File: src/rtl/branch_predict_unit_if.sv
// Fetch-lookup and execute-resolve bus of branch_predict_unit.
// master = pipeline side, slave = predictor side.
interface branch_predict_unit_if #(
  parameter int WIDTH = 32
) ();
  logic [WIDTH-1:0] fetchPC;
  logic             predictTaken;
  logic [WIDTH-1:0] predictTarget;
  logic             resolveValid;
  logic [5:0]       opcode;
  logic [WIDTH-1:0] Da;
  logic [WIDTH-1:0] Db;
  logic [WIDTH-1:0] resolvePC;
  logic [WIDTH-1:0] branchTarget;
  logic             predictedTaken;
  logic             mispredict;
  logic [WIDTH-1:0] redirectPC;
  logic             branchTaken;
  logic [31:0]      branchCount;
  logic [31:0]      mispredictCount;

  modport master (
    output fetchPC, resolveValid, opcode, Da, Db, resolvePC, branchTarget, predictedTaken,
    input  predictTaken, predictTarget, mispredict, redirectPC, branchTaken,
           branchCount, mispredictCount
  );

  modport slave (
    input  fetchPC, resolveValid, opcode, Da, Db, resolvePC, branchTarget, predictedTaken,
    output predictTaken, predictTarget, mispredict, redirectPC, branchTaken,
           branchCount, mispredictCount
  );
endinterface

File: src/rtl/branch_predict_unit.sv
// Branch resolution (BEQ/BNE/BLEZ/BGTZ) plus direct-mapped saturating-counter predictor.
// Optional macro BRANCH_STATS_EN builds saturating branch/mispredict counters.
module branch_predict_unit #(
  parameter int WIDTH        = 32,
  parameter int INDEX_BITS   = 4,
  parameter int COUNTER_BITS = 2
) (
  input logic                  clk,
  input logic                  resetN,
  branch_predict_unit_if.slave bus
);

  localparam int DEPTH = 1 << INDEX_BITS;

  typedef logic [COUNTER_BITS-1:0] cnt_t;
  typedef logic [INDEX_BITS-1:0]   idx_t;

  typedef enum logic [5:0] {
    OP_BEQ  = 6'b000100,
    OP_BNE  = 6'b000101,
    OP_BLEZ = 6'b000110,
    OP_BGTZ = 6'b000111
  } op_e;

  localparam cnt_t CNT_RESET   = cnt_t'(1);
  localparam cnt_t CNT_MAX     = '1;
  localparam cnt_t CNT_WEAK_T  = cnt_t'(1 << (COUNTER_BITS - 1));
  localparam cnt_t CNT_WEAK_NT = cnt_t'((1 << (COUNTER_BITS - 1)) - 1);

  logic             r_valid [DEPTH];
  cnt_t             r_cnt   [DEPTH];
  logic [WIDTH-1:0] r_tgt   [DEPTH];

  logic             r_mispredict;
  logic [WIDTH-1:0] r_redirect;
  logic             r_taken;

  idx_t             w_fetch_idx;
  idx_t             w_res_idx;
  logic             w_is_branch;
  logic             w_cond;
  logic             w_taken;
  logic             w_mispredict;
  logic             w_update;
  logic [WIDTH-1:0] w_next_pc;
  cnt_t             w_cnt_cur;
  cnt_t             w_cnt_next;
  logic             w_unused_fetch_bits;

  // Fetch lookup reads the flops directly, so a same-cycle update is seen only next cycle.
  assign w_fetch_idx       = bus.fetchPC[INDEX_BITS+1:2];
  assign bus.predictTaken  = r_valid[w_fetch_idx] & r_cnt[w_fetch_idx][COUNTER_BITS-1];
  assign bus.predictTarget = bus.predictTaken ? r_tgt[w_fetch_idx] : '0;

  assign w_unused_fetch_bits = ^{bus.fetchPC[WIDTH-1:INDEX_BITS+2], bus.fetchPC[1:0]};

  // NOTE: every always_comb output gets a default first so no path can infer a latch.
  always_comb begin
    w_is_branch = 1'b1;
    w_cond      = 1'b0;
    case (bus.opcode)
      OP_BEQ:  w_cond = (bus.Da == bus.Db);
      OP_BNE:  w_cond = (bus.Da != bus.Db);
      OP_BLEZ: w_cond = ($signed(bus.Da) <= $signed(WIDTH'(0)));
      OP_BGTZ: w_cond = ($signed(bus.Da) >  $signed(WIDTH'(0)));
      default: w_is_branch = 1'b0;
    endcase
  end

  assign w_taken      = w_is_branch & w_cond;
  assign w_next_pc    = w_taken ? bus.branchTarget : bus.resolvePC + WIDTH'(4);
  assign w_mispredict = bus.resolveValid & (w_taken != bus.predictedTaken);
  assign w_update     = bus.resolveValid & w_is_branch;
  assign w_res_idx    = bus.resolvePC[INDEX_BITS+1:2];

  // Next state of the 2-bit (generally N-bit) saturating counter being resolved.
  always_comb begin
    w_cnt_cur  = r_cnt[w_res_idx];
    w_cnt_next = w_cnt_cur;
    if (!r_valid[w_res_idx]) begin
      w_cnt_next = w_taken ? CNT_WEAK_T : CNT_WEAK_NT;
    end else if (w_taken) begin
      if (w_cnt_cur != CNT_MAX) w_cnt_next = w_cnt_cur + cnt_t'(1);
    end else begin
      if (w_cnt_cur != '0) w_cnt_next = w_cnt_cur - cnt_t'(1);
    end
  end

  // NOTE: the table is plain flops with async reset so every prediction clears at once;
  // a RAM macro could not be reset this way.
  always_ff @(posedge clk or negedge resetN) begin
    if (!resetN) begin
      for (int i = 0; i < DEPTH; i++) begin
        r_valid[i] <= 1'b0;
        r_cnt[i]   <= CNT_RESET;
        r_tgt[i]   <= '0;
      end
    end else if (w_update) begin
      r_valid[w_res_idx] <= 1'b1;
      r_cnt[w_res_idx]   <= w_cnt_next;
      r_tgt[w_res_idx]   <= bus.branchTarget;
    end
  end

  // NOTE: state uses non-blocking assignments so all flops sample pre-edge values.
  always_ff @(posedge clk or negedge resetN) begin
    if (!resetN) begin
      r_mispredict <= 1'b0;
      r_redirect   <= '0;
      r_taken      <= 1'b0;
    end else begin
      r_mispredict <= w_mispredict;
      r_redirect   <= w_mispredict ? w_next_pc : '0;
      r_taken      <= bus.resolveValid & w_taken;
    end
  end

  assign bus.mispredict  = r_mispredict;
  assign bus.redirectPC  = r_redirect;
  assign bus.branchTaken = r_taken;

`ifdef BRANCH_STATS_EN
  logic [31:0] r_branch_cnt;
  logic [31:0] r_mispredict_cnt;

  always_ff @(posedge clk or negedge resetN) begin
    if (!resetN) begin
      r_branch_cnt     <= '0;
      r_mispredict_cnt <= '0;
    end else begin
      if (w_update && (r_branch_cnt != '1))
        r_branch_cnt <= r_branch_cnt + 32'd1;
      if (w_mispredict && (r_mispredict_cnt != '1))
        r_mispredict_cnt <= r_mispredict_cnt + 32'd1;
    end
  end

  assign bus.branchCount     = r_branch_cnt;
  assign bus.mispredictCount = r_mispredict_cnt;
`else
  assign bus.branchCount     = '0;
  assign bus.mispredictCount = '0;
`endif

endmodule

File: src/flat_wrapper.sv
// flat-port wrapper written by rule: the top's interface ports become plain ports
module branch_predict_unit_flat 
#(
  parameter int WIDTH        = 32,
  parameter int INDEX_BITS   = 4,
  parameter int COUNTER_BITS = 2
)
  (clk, resetN, bus_fetchPC, bus_resolveValid, bus_opcode, bus_Da, bus_Db, bus_resolvePC, bus_branchTarget, bus_predictedTaken, bus_predictTaken, bus_predictTarget, bus_mispredict, bus_redirectPC, bus_branchTaken, bus_branchCount, bus_mispredictCount);
  branch_predict_unit_if #(.WIDTH(WIDTH)) bus_i ();
  input logic clk;
  input logic resetN;
  input wire logic [$bits(bus_i.fetchPC)-1:0] bus_fetchPC;
  input wire logic [$bits(bus_i.resolveValid)-1:0] bus_resolveValid;
  input wire logic [$bits(bus_i.opcode)-1:0] bus_opcode;
  input wire logic [$bits(bus_i.Da)-1:0] bus_Da;
  input wire logic [$bits(bus_i.Db)-1:0] bus_Db;
  input wire logic [$bits(bus_i.resolvePC)-1:0] bus_resolvePC;
  input wire logic [$bits(bus_i.branchTarget)-1:0] bus_branchTarget;
  input wire logic [$bits(bus_i.predictedTaken)-1:0] bus_predictedTaken;
  output wire logic [$bits(bus_i.predictTaken)-1:0] bus_predictTaken;
  output wire logic [$bits(bus_i.predictTarget)-1:0] bus_predictTarget;
  output wire logic [$bits(bus_i.mispredict)-1:0] bus_mispredict;
  output wire logic [$bits(bus_i.redirectPC)-1:0] bus_redirectPC;
  output wire logic [$bits(bus_i.branchTaken)-1:0] bus_branchTaken;
  output wire logic [$bits(bus_i.branchCount)-1:0] bus_branchCount;
  output wire logic [$bits(bus_i.mispredictCount)-1:0] bus_mispredictCount;
  assign bus_i.fetchPC = bus_fetchPC;
  assign bus_i.resolveValid = bus_resolveValid;
  assign bus_i.opcode = bus_opcode;
  assign bus_i.Da = bus_Da;
  assign bus_i.Db = bus_Db;
  assign bus_i.resolvePC = bus_resolvePC;
  assign bus_i.branchTarget = bus_branchTarget;
  assign bus_i.predictedTaken = bus_predictedTaken;
  assign bus_predictTaken = bus_i.predictTaken;
  assign bus_predictTarget = bus_i.predictTarget;
  assign bus_mispredict = bus_i.mispredict;
  assign bus_redirectPC = bus_i.redirectPC;
  assign bus_branchTaken = bus_i.branchTaken;
  assign bus_branchCount = bus_i.branchCount;
  assign bus_mispredictCount = bus_i.mispredictCount;
  branch_predict_unit #(.WIDTH(WIDTH), .INDEX_BITS(INDEX_BITS), .COUNTER_BITS(COUNTER_BITS)) u_core (.clk(clk), .resetN(resetN), .bus(bus_i));
endmodule
File: config.mk
export PLATFORM = sky130hd
export DESIGN_NAME = branch_predict_unit_flat
export DESIGN_NICKNAME = d
export VERILOG_FILES = /design/src/rtl/branch_predict_unit_if.sv /design/src/rtl/branch_predict_unit.sv /design/src/flat_wrapper.sv
export SDC_FILE = /design/constraint.sdc
export NUM_CORES = 1
export LEC_CHECK = 0
export CORE_MARGIN = 2
export CORE_UTILIZATION = 49
export DETAILED_ROUTE_END_ITERATION = 10
export MAX_ROUTING_LAYER = met4
export PLACE_DENSITY = 0.7
export REMOVE_ABC_BUFFERS = 1
export SLEW_MARGIN = 40
export SYNTH_ARGS = -nofsm -noshare
export SYNTH_HDL_FRONTEND = slang
export SYNTH_SLANG_ARGS = --single-unit
File: constraint.sdc
create_clock -name clk -period 4 [get_ports clk]
set_clock_uncertainty 0.05 [all_clocks]
set_input_delay 1 -clock clk [delete_from_list [all_inputs] [get_ports clk]]
set_output_delay 1 -clock clk [all_outputs]
set_load 0.02 [all_outputs]
* Yosys cells after proc, flatten, opt, wreduce, memory -nomap -nowiden
Cells that the tools add are included.
** Word-level totals
- Register bits after elaboration :: 594
- Bits of input ports :: 170
- Output and inout bits :: 131
- Logic and storage cells :: 111
** Operators by class
- Add/sub/neg operators :: 3
- Order comparisons :: 5
- Equal/unequal tests :: 8
- Multiplexer cells :: 33
- Bitwise logic cells :: 8
- Reduce and logical (&&, ||, !) cells :: 3
** Operators by type and width (number)
- $bwmux W512 :: 1
- $mux W32 :: 6
- $bmux W32 S4 :: 1
- $demux W32 S4 :: 1
- $add A32 B3 Y32 const B :: 1
- $bwmux W32 :: 1
- $eq A32 B32 Y1 :: 1
- $gt A32 B1 Y1 const B :: 1
- $le A32 B1 Y1 const B :: 1
- $ne A32 B32 Y1 :: 1
- $eq A6 B3 Y1 const B :: 4
- $mux W2 :: 10
- $bmux W2 S4 :: 2
- $or A16 B16 Y16 :: 1
- $ge A5 B5 Y1 const B :: 2
- $not A4 Y5 :: 2
- $bmux W1 S4 :: 2
- $demux W2 S4 :: 1
- $mux W1 :: 6
- $and A1 B1 Y1 :: 5
- $lt A5 B1 Y1 const B :: 1
- $demux W1 S4 :: 1
- $pmux W1 S4 :: 1
- $reduce_or A4 Y1 :: 1
- other kinds (6) :: 6

* Logic depth before layout (Yosys ltp)
- Word-level depth :: 9
- Depth in mapped cells :: 10
- Mapped depth without buffers :: 7

* Least setup slack after synthesis
Ideal clock, no wire load.
- Kind :: input -> output
- From :: input port bus_fetchPC[2]
- To :: output port bus_predictTarget[0]
- Arrival :: 3.164 ns
- Required time :: 2.950 ns
- Path slack :: -0.214 ns
- Stages :: 6
- Buffers on the path :: 3
- Cell sequence :: clkbuf_1 clkbuf_1 buf_1 mux4_2 mux4_2 nor2b_1
** Between the ends
- Word-level cells in the longest chain between the ends :: 6
- Elaborated cells between the ends (all ways) :: 12
- Those cells by class :: mux: 10; bitwise: 2
** RTL lines
- start: declaration :: RTL line flat_wrapper.sv:12 : input wire logic [$bits(bus_i.fetchPC)-1:0] bus_fetchPC;
- $not A4 Y5 (implied by the code) (*) :: RTL line branch_predict_unit.sv:52, branch_predict_unit.sv:53
- $bmux W1 S4 or $bmux W2 S4 (tied branches) :: RTL line branch_predict_unit.sv:52 : assign bus.predictTaken = r_valid[w_fetch_idx] & r_cnt[w_fetch_idx][COUNTER_BITS-1];
- $mux W1 (implied by the code) or $mux W2 (tied branches) (2 in series) :: RTL line branch_predict_unit.sv:52
- $and A1 B1 Y1 :: RTL line branch_predict_unit.sv:52
- $mux W32 (*) :: RTL line branch_predict_unit.sv:53 : assign bus.predictTarget = bus.predictTaken ? r_tgt[w_fetch_idx] : '0;
- end: declaration :: RTL line flat_wrapper.sv:21 : output wire logic [$bits(bus_i.predictTarget)-1:0] bus_predictTarget;
Every way passes the cells marked *; elsewhere a longest branch is shown, timed or not. The select of a mux whose other input is x is not followed.

* Worst setup path in the final report
- From :: input port bus_fetchPC[2]
- To :: output port bus_predictTarget[17]
The elaborated chain is that of the path after synthesis.

==> results.md <==
- Status: finished, final reports clean
- Initial antenna violation count: 2
- Fin. max-slew vios: 0
- WP data required: about 3000 ps
- Cell family with most CP delay: multiplexers
- Vias per cell: 5.83
- Post-route cell area: around 34000 µm²
- Tmin final: 3980 ps
- Unique masters post-synth: around 50
- Initial DRC count: roughly 2500
- Commonest non-fill, non-tap cell in the layout: nand2_1
- CTS tree: yes
- Total gr overflow: 0
- DR WL/cell: between 20 and 25 µm
- Cell Area, Synth: 28600 µm²
- Setup violators final: 0
- DR pass1 iterations: 8
- Layout cells sized above 1: 0.157
- RR Startpoint: u_core.r_cnt[26]
- Remaining antenna violation count: 0
- Sequential share of the synthesized area: 0.521
- Worst Path Max Fanout: 7
- Initial Utilization: 0.495
- WP buf/inv: 4
- Ports: 301
- Clk slew on worst S/H paths: about 60 ps
- WL final: 94.8 mm
- Largest net degree at the start of global routing: 98
- Synthesized area per cell: between 9 and 10 µm²
- Max-cap violations: 0
- Fin crit share: 0.996
- PnR worst setup slack: roughly 16 ps
- Pwr Density: 404 nW/µm²
- Most frequent cells in the layout: nand2_1 (1600), dfrtp_1 (578), mux4_2 (173)
- Hold Buf Count CTS: 0
- GRT Total Usage: 0.327
- First-pass GRT wire length: roughly 140 mm
- Hold Path Class: in -> async
- Core ar.: between 50000 and 60000 µm²
- Slew margin rel.: 0.441
- CTS root buffer: clkbuf_16
- Total Nets Final: between 3000 and 4000
- FF+latch count, synth: around 600
- Total CTS buffers: 59
- Worst-path cell chain: clkbuf_16, bufbuf_16, mux4_2, mux4_2, nor2b_2, buf_4, clkdlybuf4s15_2
- Max stage delay on crit path: ~500 ps
- Peak VDD IR: 400 µV
- CP endpoint kind: output port
- Crit Path Category: in -> out
- Clk buf depth: 3
- Actual slew at the worst max-slew pin: about 840 ps
- Post-synth top area share: 0.506
- Placed Instance Area: 32100 µm²
- Lkg Pwr: between 0.015 and 0.02 µW
- Max Fclk: approximately 250 MHz
- Post-place setup slack: -541 ps
- Largest cells by area after synthesis: dfrtp_1 (51%), nand2_1 (21%), mux4_2 (14%), clkbuf_1 (2.6%), buf_4 (1.7%)
- Number of clock sinks: 594
- Data arrival, critical path: approximately 2900 ps
- Dpl hpwl: 60.1 mm
- Die height: approximately 250 µm
- Mapped Cells: ~3000
- Vias in the first global route: between 20000 and 25000
- Layout filler cell count: approximately 4700
- Cell mode on critical path: mux4_2
- Hold Vio Cnt, Final: 0
- Top cell type by total area after synthesis: dfrtp_1
- Std-Cell Rows: a little under 90
- Via count: 23400
- CTS H-tree lvls: 2
- Placer Congestion: around 0.90
- Die Wd: around 250 µm
- Startpoint Class: input port
- Worst-skew pair later-pin latency: roughly 640 ps
- Util after Layout: 0.597
- Synth-to-layout area growth: 20.5%
- Port Buffers: 208
- Synthesis Warnings: 0
- Die area: between 60000 and 70000 µm²
- RSZ-0062 raised after global routing: yes
- Crit path launch: bus_fetchPC[2]
- DRC viols: 0
- CP max-delay cell: mux4_2
worst register-to-register path, stage by stage, from the launching register on:
cell,delay (ps)
dfstp_2,370
mux4_2,490
a22oi_1,360
nand2_1,150
nand2_1,500
nand2_1,130
o22ai_1,160
a31oi_1,50
cells in the mapped netlist (all sizes together):
cell type and instances:
dfstp 16, a21oi 5, and3 8, o211ai 5, nand2 1610, or4b 1, clkinv 1, o21ai 26
xnor2 16, nand3b 7, buf 93, o22ai 16, a21boi 1, xor2 45, nor4 15, ha 4
nor3 15, nand4 8, inv 6, mux4 173, and2 2, nand2b 19, clkbuf 200, a221oi 1
a22oi 4, a31o 1, mux2 1, o211a 1, nor4b 1, a22o 28, a31oi 16, dfrtp 578
mux2i 1, nor2b 34, and4 2, nand3 26, and2b 1, conb 1, nor2 23
state kept, by name, indices dropped and copies added, names as in the netlist:
| name | flops |
|---|---|
| u_core.bus.mispredict | 1 |
| u_core.r_valid | 16 |
| u_core.bus.redirectPC | 32 |
| u_core.r_cnt | 32 |
| u_core.r_tgt | 512 |
| u_core.bus.branchTaken | 1 |
kinds of logic after synthesis:
logic type                 count (synthesis)  synth area share
DFF                                      594             0.521
adders and majority gates                  4           0.00175
other                                      1          0.000131
muxes                                    175             0.137
and+or+nand+nor                         1772             0.245
xor gates and xnor gates                  61            0.0187
AOI/OAI and AO/OA                        104            0.0257
buffers and inverters                    300            0.0503
where the power goes:
group | total, µW | internal, µW | switching (µW)
registers | 6500 | 6320 | 183
clock network | 5970 | 3460 | 2510
logic | 1450 | 650 | 803
total | 13900 | 10400 | 3500
per-layer routing:
| metal | vias up | global-route usage | share of wire |
|---|---|---|---|
| met5 | - | - | 0 |
| met4 | 0 | 0.184 | 0.059 |
| met3 | 350 | 0.0608 | 0.095 |
| met2 | 1326 | 0.508 | 0.48 |
| met1 | 11800 | 0.405 | 0.37 |
| li1 | 9990 | - | - |
area by class of cell:
type,instances,area [µm²],area share
Tap cell,765,957,0.0278
Inverter,7,26.3,0.000763
Multi-Input combinational cell,2180,12600,0.367
Clock inverter,32,373,0.0108
Antenna cell,2,5.00,0.000145
Sequential cell,594,14900,0.432
Clock buffer,79,1710,0.0497
Timing Repair Buffer,360,3830,0.111
metrics by stage:
stage	TNS, ps	power, µW	cells	hold WS (ps)
final	0	13900	4019	178
after global routing	-1.09	14300	4019	202
after CTS	-31.6	13900	4016	413
after detailed placement	-13480	8000	3895	403
after global placement	-13300	7940	3895	398
after floorplan	-240	7180	2781	390
path summary, 6_finish.rpt:
check | depth (start not counted) | slack (ps) | endpoint
setup / recovery | 7 | 20 | bus_predictTarget[17]
max in group asynchronous | 3 | 2570 | u_core.r_tgt[499]
min in group clk | 2 | 410 | u_core.r_cnt[22]
setup reg to reg | 7 | 1580 | u_core.r_cnt[17]
hold reg to reg | 2 | 410 | u_core.r_cnt[22]
hold / removal | 1 | 180 | u_core.bus.redirectPC[6]
what timing repair did:
| action | 4_1_cts | 5_1_grt |
|---|---|---|
| gates resized for setup | 79 | 19 |
| buffers inserted | 4 | 0 |
| cloned | 7 | 0 |
| endpoints found under the setup margin | 32 | 21 |
| endpoints found under the hold margin | 0 | 0 |
Power figures use the tool's default switching activity.
